**src/rtl/arc4_ctrl.sv**
```systemverilog
// ARC4 decryption pass sequencer: runs init, ksa and prga engines in order and
// hands the single S-memory write/address port to whichever engine owns the phase.
module arc4_ctrl #(
  parameter int unsigned TIMEOUT_CYCLES = 4096
) (
  input  logic        clk,
  input  logic        rst,
  input  logic        en,
  output logic        rdy,
  input  logic [23:0] key,
  output logic [23:0] key_q,
  output logic        done,
  output logic        err,
  output logic        init_en,
  output logic        ksa_en,
  output logic        prga_en,
  input  logic        init_rdy,
  input  logic        ksa_rdy,
  input  logic        prga_rdy,
  input  logic [7:0]  init_addr,
  input  logic [7:0]  ksa_addr,
  input  logic [7:0]  prga_addr,
  input  logic [7:0]  init_wrdata,
  input  logic [7:0]  ksa_wrdata,
  input  logic [7:0]  prga_wrdata,
  input  logic        init_wren,
  input  logic        ksa_wren,
  input  logic        prga_wren,
  output logic [7:0]  s_addr,
  output logic [7:0]  s_wrdata,
  output logic        s_wren
);

  localparam int unsigned CntW = $clog2(TIMEOUT_CYCLES + 1);

  typedef enum logic [3:0] {
    StIdle,
    StInitGo, StInitBusy, StInitDone,
    StKsaGo,  StKsaBusy,  StKsaDone,
    StPrgaGo, StPrgaBusy, StPrgaDone
  } state_e;

  state_e          state_q, state_d;
  logic [23:0]     key_d;
  logic            err_q, err_d;
  logic            done_q, done_d;
  logic [CntW-1:0] cnt_q, cnt_d;
  logic            timeout;
  logic            go_entry;

  always_ff @(posedge clk) begin
    if (rst) begin
      state_q <= StIdle;
      key_q   <= '0;
      err_q   <= 1'b0;
      done_q  <= 1'b0;
      cnt_q   <= '0;
    end else begin
      state_q <= state_d;
      key_q   <= key_d;
      err_q   <= err_d;
      done_q  <= done_d;
      cnt_q   <= cnt_d;
    end
  end

  always_comb begin
    state_d = state_q;
    key_d   = key_q;
    err_d   = err_q;
    done_d  = 1'b0;
    timeout = (state_q != StIdle) && (cnt_q >= CntW'(TIMEOUT_CYCLES));
    // Timeout wins over any same-cycle engine handshake.
    if (timeout) begin
      state_d = StIdle;
      err_d   = 1'b1;
    end else begin
      unique case (state_q)
        StIdle: if (en) begin
          key_d   = key;
          err_d   = 1'b0;
          state_d = StInitGo;
        end
        StInitGo:   if (init_rdy)  state_d = StInitBusy;
        StInitBusy: if (!init_rdy) state_d = StInitDone;
        StInitDone: if (init_rdy)  state_d = StKsaGo;
        StKsaGo:    if (ksa_rdy)   state_d = StKsaBusy;
        StKsaBusy:  if (!ksa_rdy)  state_d = StKsaDone;
        StKsaDone:  if (ksa_rdy)   state_d = StPrgaGo;
        StPrgaGo:   if (prga_rdy)  state_d = StPrgaBusy;
        StPrgaBusy: if (!prga_rdy) state_d = StPrgaDone;
        StPrgaDone: if (prga_rdy) begin
          state_d = StIdle;
          done_d  = 1'b1;
        end
        default: state_d = StIdle;
      endcase
    end

    go_entry = (state_d != state_q) &&
               (state_d == StInitGo || state_d == StKsaGo || state_d == StPrgaGo);
    if (state_d == StIdle || go_entry) begin
      cnt_d = '0;
    end else if (cnt_q != CntW'(TIMEOUT_CYCLES)) begin
      cnt_d = cnt_q + CntW'(1);
    end else begin
      cnt_d = cnt_q;
    end
  end

  always_comb begin
    rdy      = (state_q == StIdle);
    done     = done_q;
    err      = err_q;
    init_en  = 1'b0;
    ksa_en   = 1'b0;
    prga_en  = 1'b0;
    s_addr   = '0;
    s_wrdata = '0;
    s_wren   = 1'b0;
    // rst releases the engines and the S port in the same cycle it is seen.
    if (!rst) begin
      if (!timeout) begin
        init_en = (state_q == StInitGo) && init_rdy;
        ksa_en  = (state_q == StKsaGo)  && ksa_rdy;
        prga_en = (state_q == StPrgaGo) && prga_rdy;
      end
      unique case (state_q)
        StInitGo, StInitBusy, StInitDone: begin
          s_addr = init_addr; s_wrdata = init_wrdata; s_wren = init_wren;
        end
        StKsaGo, StKsaBusy, StKsaDone: begin
          s_addr = ksa_addr; s_wrdata = ksa_wrdata; s_wren = ksa_wren;
        end
        StPrgaGo, StPrgaBusy, StPrgaDone: begin
          s_addr = prga_addr; s_wrdata = prga_wrdata; s_wren = prga_wren;
        end
        default: ;
      endcase
    end
  end

endmodule

```
**config.mk**
```make
export PLATFORM = sky130hd
export DESIGN_NAME = arc4_ctrl
export DESIGN_NICKNAME = d
export VERILOG_FILES = /design/src/rtl/arc4_ctrl.sv
export SDC_FILE = /design/constraint.sdc
export NUM_CORES = 1
export LEC_CHECK = 0
export CAP_MARGIN = 30
export CORE_MARGIN = 4
export CORE_UTILIZATION = 36
export CTS_CLUSTER_DIAMETER = 60
export DETAILED_ROUTE_END_ITERATION = 16
export GPL_TIMING_DRIVEN = 0
export PLACE_DENSITY = 0.76
export SKIP_LAST_GASP = 1
export SYNTH_ARGS = -nofsm -noshare
export SYNTH_HDL_FRONTEND = slang
export SYNTH_SLANG_ARGS = --single-unit
```
**constraint.sdc**
```tcl
create_clock -name clk -period 2.7 [get_ports clk]
set_input_delay 0.81 -clock clk [delete_from_list [all_inputs] [get_ports clk]]
set_output_delay 0.81 -clock clk [all_outputs]
set_load 0.005 [all_outputs]
```
# Yosys cells after proc, flatten, opt, wreduce, memory -nomap -nowiden
# Index checks and enable logic that the tools add are counted.
[word_totals]
word_cells = 71
out_inout_bits = 47
register_bits = 43
[classes]
eq_ne = 14
bitwise = 2
n_addsub = 1
muxes = 28
order_cmp = 1
n_reduce_logical = 20
[op_table]
columns = ["op", "n"]
rows = [
  ["8-bit case mux with 3 select lines", 2],
  ["4-bit two-way mux", 11],
  ["4-bit case mux with 10 select lines", 1],
  ["4-bit by 3-bit equality test with 1-bit output (second input constant)", 6],
  ["8-bit two-way mux", 2],
  ["13-bit by 1-bit adder with 13-bit output (second input constant)", 1],
  ["13-bit greater-or-equal comparator (second input constant)", 1],
  ["13-bit inequality test (second input constant)", 1],
  ["3-bit OR reduction", 4],
  ["1-bit two-way mux", 11],
  ["4-bit by 1-bit equality test with 1-bit output (second input constant)", 2],
  ["4-bit by 2-bit equality test with 1-bit output (second input constant)", 2],
  ["4-bit equality test (second input constant)", 2],
  ["4-bit zero test", 2],
  ["1-bit logical AND", 5],
  ["4-bit inequality test", 1],
  ["2-bit nonzero test", 2],
  ["4-bit nonzero test", 1],
  ["1-bit logical OR", 3],
  ["1-bit case mux with 3 select lines", 1],
  ["3-bit AND reduction", 1],
  ["1-bit inverter", 2],
  ["2-bit AND reduction", 1],
  ["2-bit OR reduction", 1],
]

# Longest topological paths before layout
# Gate-level depths: netlist of the first run.
[depth]
word_depth = 9
ltp_mapped = 9

# Worst setup path after synthesis of the first run
# Ideal clock, no wire load.
[synth_path]
path_type = "register to output"
startpoint = "reg state_q[0]"
endpoint = "out s_addr[0]"
t_arrival_ns = 1.868
slack_ns = 0.022
required_time_ns = 1.890
n_path_buf = 3
stages_incl_launch_ff = 8
path_cell_list = "dfxtp_1 > buf_2 > buf_2 > inv_1 > o31ai_1 > clkbuf_1 > a222oi_1 > nor2_1"
[synth_between]
elab_chain_cells = 4
elab_cells_between_ends = 14
cone_classes = "eq/ne: 9; mux: 2; reduce/logical: 3"
[synth_lines]
columns = ["element", "line", "text"]
rows = [
  ["start: declaration", "43", "state_e state_q, state_d;"],
  ["start signal: assignment", "53", "state_q <= StIdle;"],
  ["start signal: assignment", "59", "state_q <= state_d;"],
  ["4-bit by 3-bit equality test with 1-bit output, or another cell as far along", "128", "unique case (state_q)"],
  ["3-bit OR reduction", "128", ""],
  ["8-bit case mux with 3 select lines *", "128", ""],
  ["8-bit two-way mux *", "122", "if (!rst) begin"],
  ["end: declaration", "29", "output logic [7:0] s_addr,"],
]
# Every way passes the cells marked *; elsewhere a longest branch is shown, timed or not.

# Worst setup path after layout of the first run
[layout_path]
startpoint = "reg state_q[1]"
endpoint = "out s_wrdata[4]"
[layout_between]
elab_chain_cells = 4
elab_cells_between_ends = 14
cone_classes = "eq/ne: 9; mux: 2; reduce/logical: 3"
[layout_lines]
columns = ["element", "line", "text"]
rows = [
  ["4-bit by 3-bit equality test with 1-bit output, or another cell as far along", "128", ""],
  ["3-bit OR reduction", "128", ""],
  ["8-bit case mux with 3 select lines *", "128", ""],
  ["8-bit two-way mux *", "122", ""],
  ["end: declaration", "30", "output logic [7:0] s_wrdata,"],
]
# Marked as above.

==> results of run 1 <==
cells by family (layout without fill, tap and decap cells):
family	count (synthesis)	after routing	share of synthesized area
adder cells (fa/ha/maj)	2	2	0.0105
AO/OA/AOI/OAI	67	67	0.212
XOR/XNOR	11	11	0.0404
flip-flops	43	43	0.361
multiplexers	3	3	0.0152
AND/OR/NAND/NOR	142	142	0.304
buffers and inverters	30	191	0.0571
registers in the layout, indices dropped and copies added, names as in the netlist:
name and flops:
cnt_q 13, key_q 24, err 1, state_q 4
done 1
worst min-delay path: cells and delay by family, from the launching register on:
kind | cells | cell delay (ns)
AOI/OAI and AO/OA | 1 | 0.05
and+or+nand+nor | 1 | 0.05
DFF | 1 | 0.31
metrics by stage:
stage	total power [mW]	util	hold slack (ns)
5_1_grt	1.73	0.655	0.484
2_1_floorplan	0.925	-	0.453
6_report	1.64	0.655	0.458
4_1_cts	1.64	0.654	0.457
3_5_place_dp	1.17	0.586	0.446
3_3_place_gp	1.17	0.586	0.442
synthesized netlist by cell type, drive strengths merged:
master	count
nand2	61
dfxtp	43
a21oi	33
nor2	31
a222oi	17
nor4	16
clkbuf	14
buf	10
nand3	10
xor2	7
inv	6
nor2b	4
xnor2	4
nor3	3
o21a	3
a211o	2
a21o	2
a311oi	2
a31oi	2
and3	2
ha	2
mux2	2
nand4	2
nor3b	2
nor4b	2
o21ai	2
or2	2
or3	2
or4	2
a211oi	1
a22oi	1
and2	1
and4	1
mux2i	1
nand2b	1
o2bb2ai	1
o31ai	1
metal layers:
layer | GRT usage | vias to the layer above | routed length [um]
li1 | - | 1397 | -
met1 | 0.213 | 1361 | 3070
met2 | 0.390 | 162 | 4430
met3 | 0.0599 | 28 | 806
met4 | 0.108 | 0 | 335
met5 | 0 | - | 0
how the worst min path moves through the flow:
stage	from	end	slack, ns	cells after the start
final	key_q[0]	key_q[0]	0.46	2
after global routing	key_q[9]	key_q[9]	0.48	2
after CTS	key_q[0]	key_q[0]	0.46	2
after detailed placement	key_q[0]	key_q[0]	0.45	2
after global placement	key_q[17]	key_q[17]	0.44	2
after floorplan	key_q[0]	key_q[0]	0.45	2
repair_timing:
action,4_1_cts,5_1_grt
setup buffers,27,3
setup endpoints to repair,34,31
pin swaps,29,20
resized for setup,118,21
hold endpoints to repair,0,0
hold buffers,0,0
cloned,2,0
area by class of cell:
type | count | share of cell area
tap | 77 | 0.0230
inverter | 6 | 0.00598
multi-input combinational | 225 | 0.360
buffer | 20 | 0.0416
clock inverter | 2 | 0.00299
sequential | 43 | 0.207
timing repair buffer | 157 | 0.342
clock buffer | 6 | 0.0173
power groups by stage:
stage	Combinational [mW]	Sequential (mW)	Clock, mW
after floorplan	0.224	0.701	0
after global placement	0.467	0.699	0
after detailed placement	0.474	0.701	0
after CTS	0.540	0.687	0.412
after global routing	0.595	0.692	0.440
final	0.550	0.688	0.398
==> run summary, run 1 <==
Status: complete, but fails checks
Failing checks: setup timing
N_diodes: 0
Min cycle time layout: 2.76 ns
Slew Viols, Final: 0
Most frequent cells in the layout: clkdlybuf4s50_1, nand2_1, dfxtp_1
Initial DRT Pass Iterations: 5
Reg2reg path depth: 10
Switch Pwr: 0.483 mW
Fraction of power consumed by sequential logic: 0.420
Die width: 89.4 um
Yosys top cell by area: dfxtp_1
Post-Syn Area: 2390 um2
RSZ-0062 raised after global routing: true
Worst EP required: 1.89 ns
Total wire length: 8650 um
Nature of the critical path startpoint: flip-flop
Largest net degree at the start of global routing: 14
Reg2reg start: state_q[0]
Synthesis-to-layout area growth: 75.3%
CTS tree: built
Worst Max-Slew Pin Slew: 0.624 ns
Syn Nets: 381
IO Count: 128
Final Cycle Share: 1.02
Placed Area: 3740 um2
Critical path class: flip-flop to output port
CTS clk-pin slew, worst paths: 0.08 ns
Fin area: 4180 um2
CTS buffer count: 5
Max Freq: 363 MHz
Post-DP HPWL: 6020 um
WP depth: 9
Leakage: 1.58 nW
Post-place setup slack: -0.960 ns
Fin cells: 536
Worst setup startpoint: state_q[1]
WP buf/inv: 4
Final net count: 541
Area contributors post-synth: dfxtp_1, nand2_1, a222oi_1
Die Y-Extent: 89.4 um
Number of antenna violations at the first check in global routing: 0
Fin Clk Skew: 0.0105 ns
Drt drc: 0
Post-synthesis sequential area ratio: 0.361
Wirelength per Cell: 16.1 um
R2R Setup Slk: 0.23 ns
Vias in the first global route: 2,973
Synthesis-stage register bit count: 43
CTS root buf: clkbuf_8
Core box area: 6390 um2
# rows: 29
Vias per Instance: 5.50
Initial DRC count: 143
Yosys cell types: 47
Relative slew slack: 0.584
Initial core utilization: 0.374
Synthesized instance count: 298
Crit. End Element: output port
Combinational Power Share: 0.336
Syn_area_per_cell: 8.01 um2
Multi-input logic area: 1510 um2
CP endpoint: s_wrdata[4]
Worst Path Arrival: 1.95 ns
Fin. Hold Viols: 0
Ratio of cells with drive above 1 in the final layout: 0.237
DRT antenna net count: 0
RD Place Congestion: 0.889
Die area: 8000 um2
Via count: 2,948
Crit-path max FO: 5
Sw frac: 0.295
Final WS setup: -0.0550 ns
RR Endpoint: cnt_q[5]
Clock Tree Buf Depth: 2
Setup violators final: 2
Final setup TNS: -0.0610 ns
Ys Warns: 0
Htree depth: 2
Critical path cell sequence: buf_6 -> nor2_4 -> nand2_4 -> o31ai_4 -> clkbuf_8 -> buf_4 -> a222oi_1 -> nor2_2 -> clkdlybuf4s15_1
Slowest cell on the critical path: dfxtp_2
Maximum vdd ir drop: 0.239 mV
Inst Count DP: 501
Cell area power density: 391 nW/um2
Gr usage total: 0.211
Fill count: 541
Seq. cell area: 865 um2
Maxcap violations: 0
Top-area cell type share of the netlist area: 0.361
Worst min path class: flip-flop to flip-flop
Clock power frac: 0.243
Cell-internal power: 1.15 mW
Crit path largest cell delay: 0.38 ns
Clock latency on the worst-skew pair: 0.29 ns
I/O Buffers: 126
Congestion Overflow GR: 0
Number of clock sinks: 43
Most common cell after layout, fill and taps aside: clkdlybuf4s50_1
First-pass GRT wire length: 13,200 um
Top delay family on crit path: buffers and inverters
No activity file was read; power rests on OpenSTA's default activity.
==> run 2: changes to the inputs <==
--- a/config.mk
+++ b/config.mk
@@ -11,6 +11,7 @@
 export CTS_CLUSTER_DIAMETER = 60
 export DETAILED_ROUTE_END_ITERATION = 16
 export GPL_TIMING_DRIVEN = 0
+export MAX_ROUTING_LAYER = met4
 export PLACE_DENSITY = 0.76
 export SKIP_LAST_GASP = 1
 export SYNTH_ARGS = -nofsm -noshare
==> run 2 against run 1 <==
Effect of this change:
- the flow still finishes with violations (setup timing)
- setup slack improved by 0.048 ns
- non-clock buffer count unchanged
- first-iteration DRC count is 9.1% lower
- routed wire length up 0.89%
- critical path depth decreased by 3
- die area stayed put
- sequential cell count unchanged
- final area rose by 1.0%
- via count down 1.2%
- register-to-register slack about the same
- sequential share of layout area fell by 0.15 points
- critical path type unchanged
- critical endpoint is now s_addr[0]
==> run summary, run 2 (same netlist as run 1, synthesis figures left out) <==
Worst min path class: flip-flop to flip-flop
Leakage: 1.63 nW
Final net count: 541
Vias in the first global route: 2,923
CTS clk-pin slew, worst paths: 0.09 ns
Final WS setup: -0.00719 ns
Congestion Overflow GR: 0
DRT antenna net count: 0
Clock power frac: 0.285
Reg with most FFs: key_q
Switch Pwr: 0.499 mW
Status: complete, but fails checks
Die area: 8000 um2
Vias per Instance: 5.43
Failing checks: setup timing
Fin. Hold Viols: 0
Initial core utilization: 0.374
Power, Total: 1.76 mW
Min cycle time layout: 2.71 ns
Drt drc: 0
Post-CTS Hold Fix Bufs: 0
Core box area: 6390 um2
Sw frac: 0.284
Clock latency on the worst-skew pair: 0.30 ns
Relative slew slack: 0.586
Fill count: 504
# rows: 29
Clock Tree Buf Depth: 2
Wirelength per Cell: 16.3 um
Crit. End Element: output port
Most common cell after layout, fill and taps aside: clkdlybuf4s50_1
Die Y-Extent: 89.4 um
Ratio of cells with drive above 1 in the final layout: 0.248
Post-DP HPWL: 6080 um
CTS buffer count: 5
Setup violators final: 1
N_diodes: 0
Synthesis-to-layout area growth: 77.0%
Slew Viols, Final: 0
Maxcap violations: 0
Nature of the critical path startpoint: flip-flop
Cell-internal power: 1.26 mW
Htree depth: 2
Biggest regs: key_q x24, cnt_q x13, state_q x4
Die width: 89.4 um
Worst Max-Slew Pin Slew: 0.622 ns
Maximum vdd ir drop: 0.286 mV
Initial DRC count: 130
Util after Layout: 0.662
Crit-path max FO: 5
First-pass GRT wire length: 13,200 um
Number of clock sinks: 43
Critical path class: flip-flop to output port
Fin Clk Skew: 0.0118 ns
Worst EP required: 1.89 ns
CTS root buf: clkbuf_8
Most frequent cells in the layout: clkdlybuf4s50_1, nand2_1, dfxtp_1
Max FFs per register: 24
Fin area: 4230 um2
Gr usage total: 0.219
Cell area power density: 416 nW/um2
Fraction of power consumed by sequential logic: 0.391
RSZ-0062 raised after global routing: true
Initial DRT Pass Iterations: 5
I/O Buffers: 126
RD Place Congestion: 0.873
Placed Area: 3740 um2
Max Freq: 369 MHz
Combinational Power Share: 0.324
Number of antenna violations at the first check in global routing: 0
CTS tree: built
IO Count: 128
Via count: 2,913
Worst Path Arrival: 1.90 ns
Total wire length: 8730 um
Largest net degree at the start of global routing: 15
Final Cycle Share: 1.00
-- run 2: final cells by class --
class / instances / area, um2 / area share
repair buffers: 158 / 1450 / 0.343
plain buffers: 19 / 155 / 0.0367
clock inverters: 3 / 43.8 / 0.0104
flip-flops and latches: 43 / 867 / 0.205
multi-input cells: 225 / 1520 / 0.359
well taps: 77 / 96.3 / 0.0228
clock buffers: 5 / 68.8 / 0.0163
inverters: 6 / 28.8 / 0.00681
-- run 2: critical path, stage by stage, from the launching register on --
cell	delay (ns)
dfxtp_4	0.37
buf_6	0.13
or2_4	0.26
a211o_4	0.36
clkbuf_8	0.16
nor2_1	0.10
clkdlybuf4s15_2	0.21
-- run 2: per-layer routing --
layer / part of all wire / vias up / wire length, um / global-route usage
li1: - / 1395 / - / -
met5: 0 / - / 0 / -
met3: 0.079 / 29 / 691 / 0.0369
met1: 0.38 / 1348 / 3330 / 0.238
met4: 0.038 / 0 / 332 / 0.115
met2: 0.50 / 141 / 4370 / 0.381
-- run 2: path summary, 6_finish.rpt --
path         cells past startpoint         to  slack (ns)       start
max                              6  s_addr[0]      -0.007  state_q[1]
min                              2  key_q[10]        0.46   key_q[10]
max reg2reg                      9   cnt_q[5]        0.24  state_q[2]
min reg2reg                      2  key_q[10]        0.46   key_q[10]
-- run 2: what timing repair did --
item                       CTS  global route
setup endpoints to repair   34            33
setup buffers               28             3
gates resized for setup    111            37
gates cloned                 3             0
pin swaps                   26            24
-- run 2: power groups by stage --
stage	clock (mW)	combinational, mW	sequential (mW)
global route	0.530	0.614	0.693
detailed placement	0	0.474	0.700
floorplan	0	0.224	0.701
finish	0.501	0.569	0.688
CTS	0.508	0.562	0.686
global placement	0	0.468	0.699
-- run 2: metrics by stage --
step                      TNS (ns)  worst slack (ns)  instances  hold WS, ns
after floorplan                  0            0.0221        298        0.453
after global placement      -20.91            -0.966        501        0.442
after detailed placement    -21.14            -0.919        501        0.449
after CTS                   -0.375            -0.146        539        0.460
after global routing        -0.171           -0.0843        536        0.469
final                     -0.00719          -0.00719        536        0.457
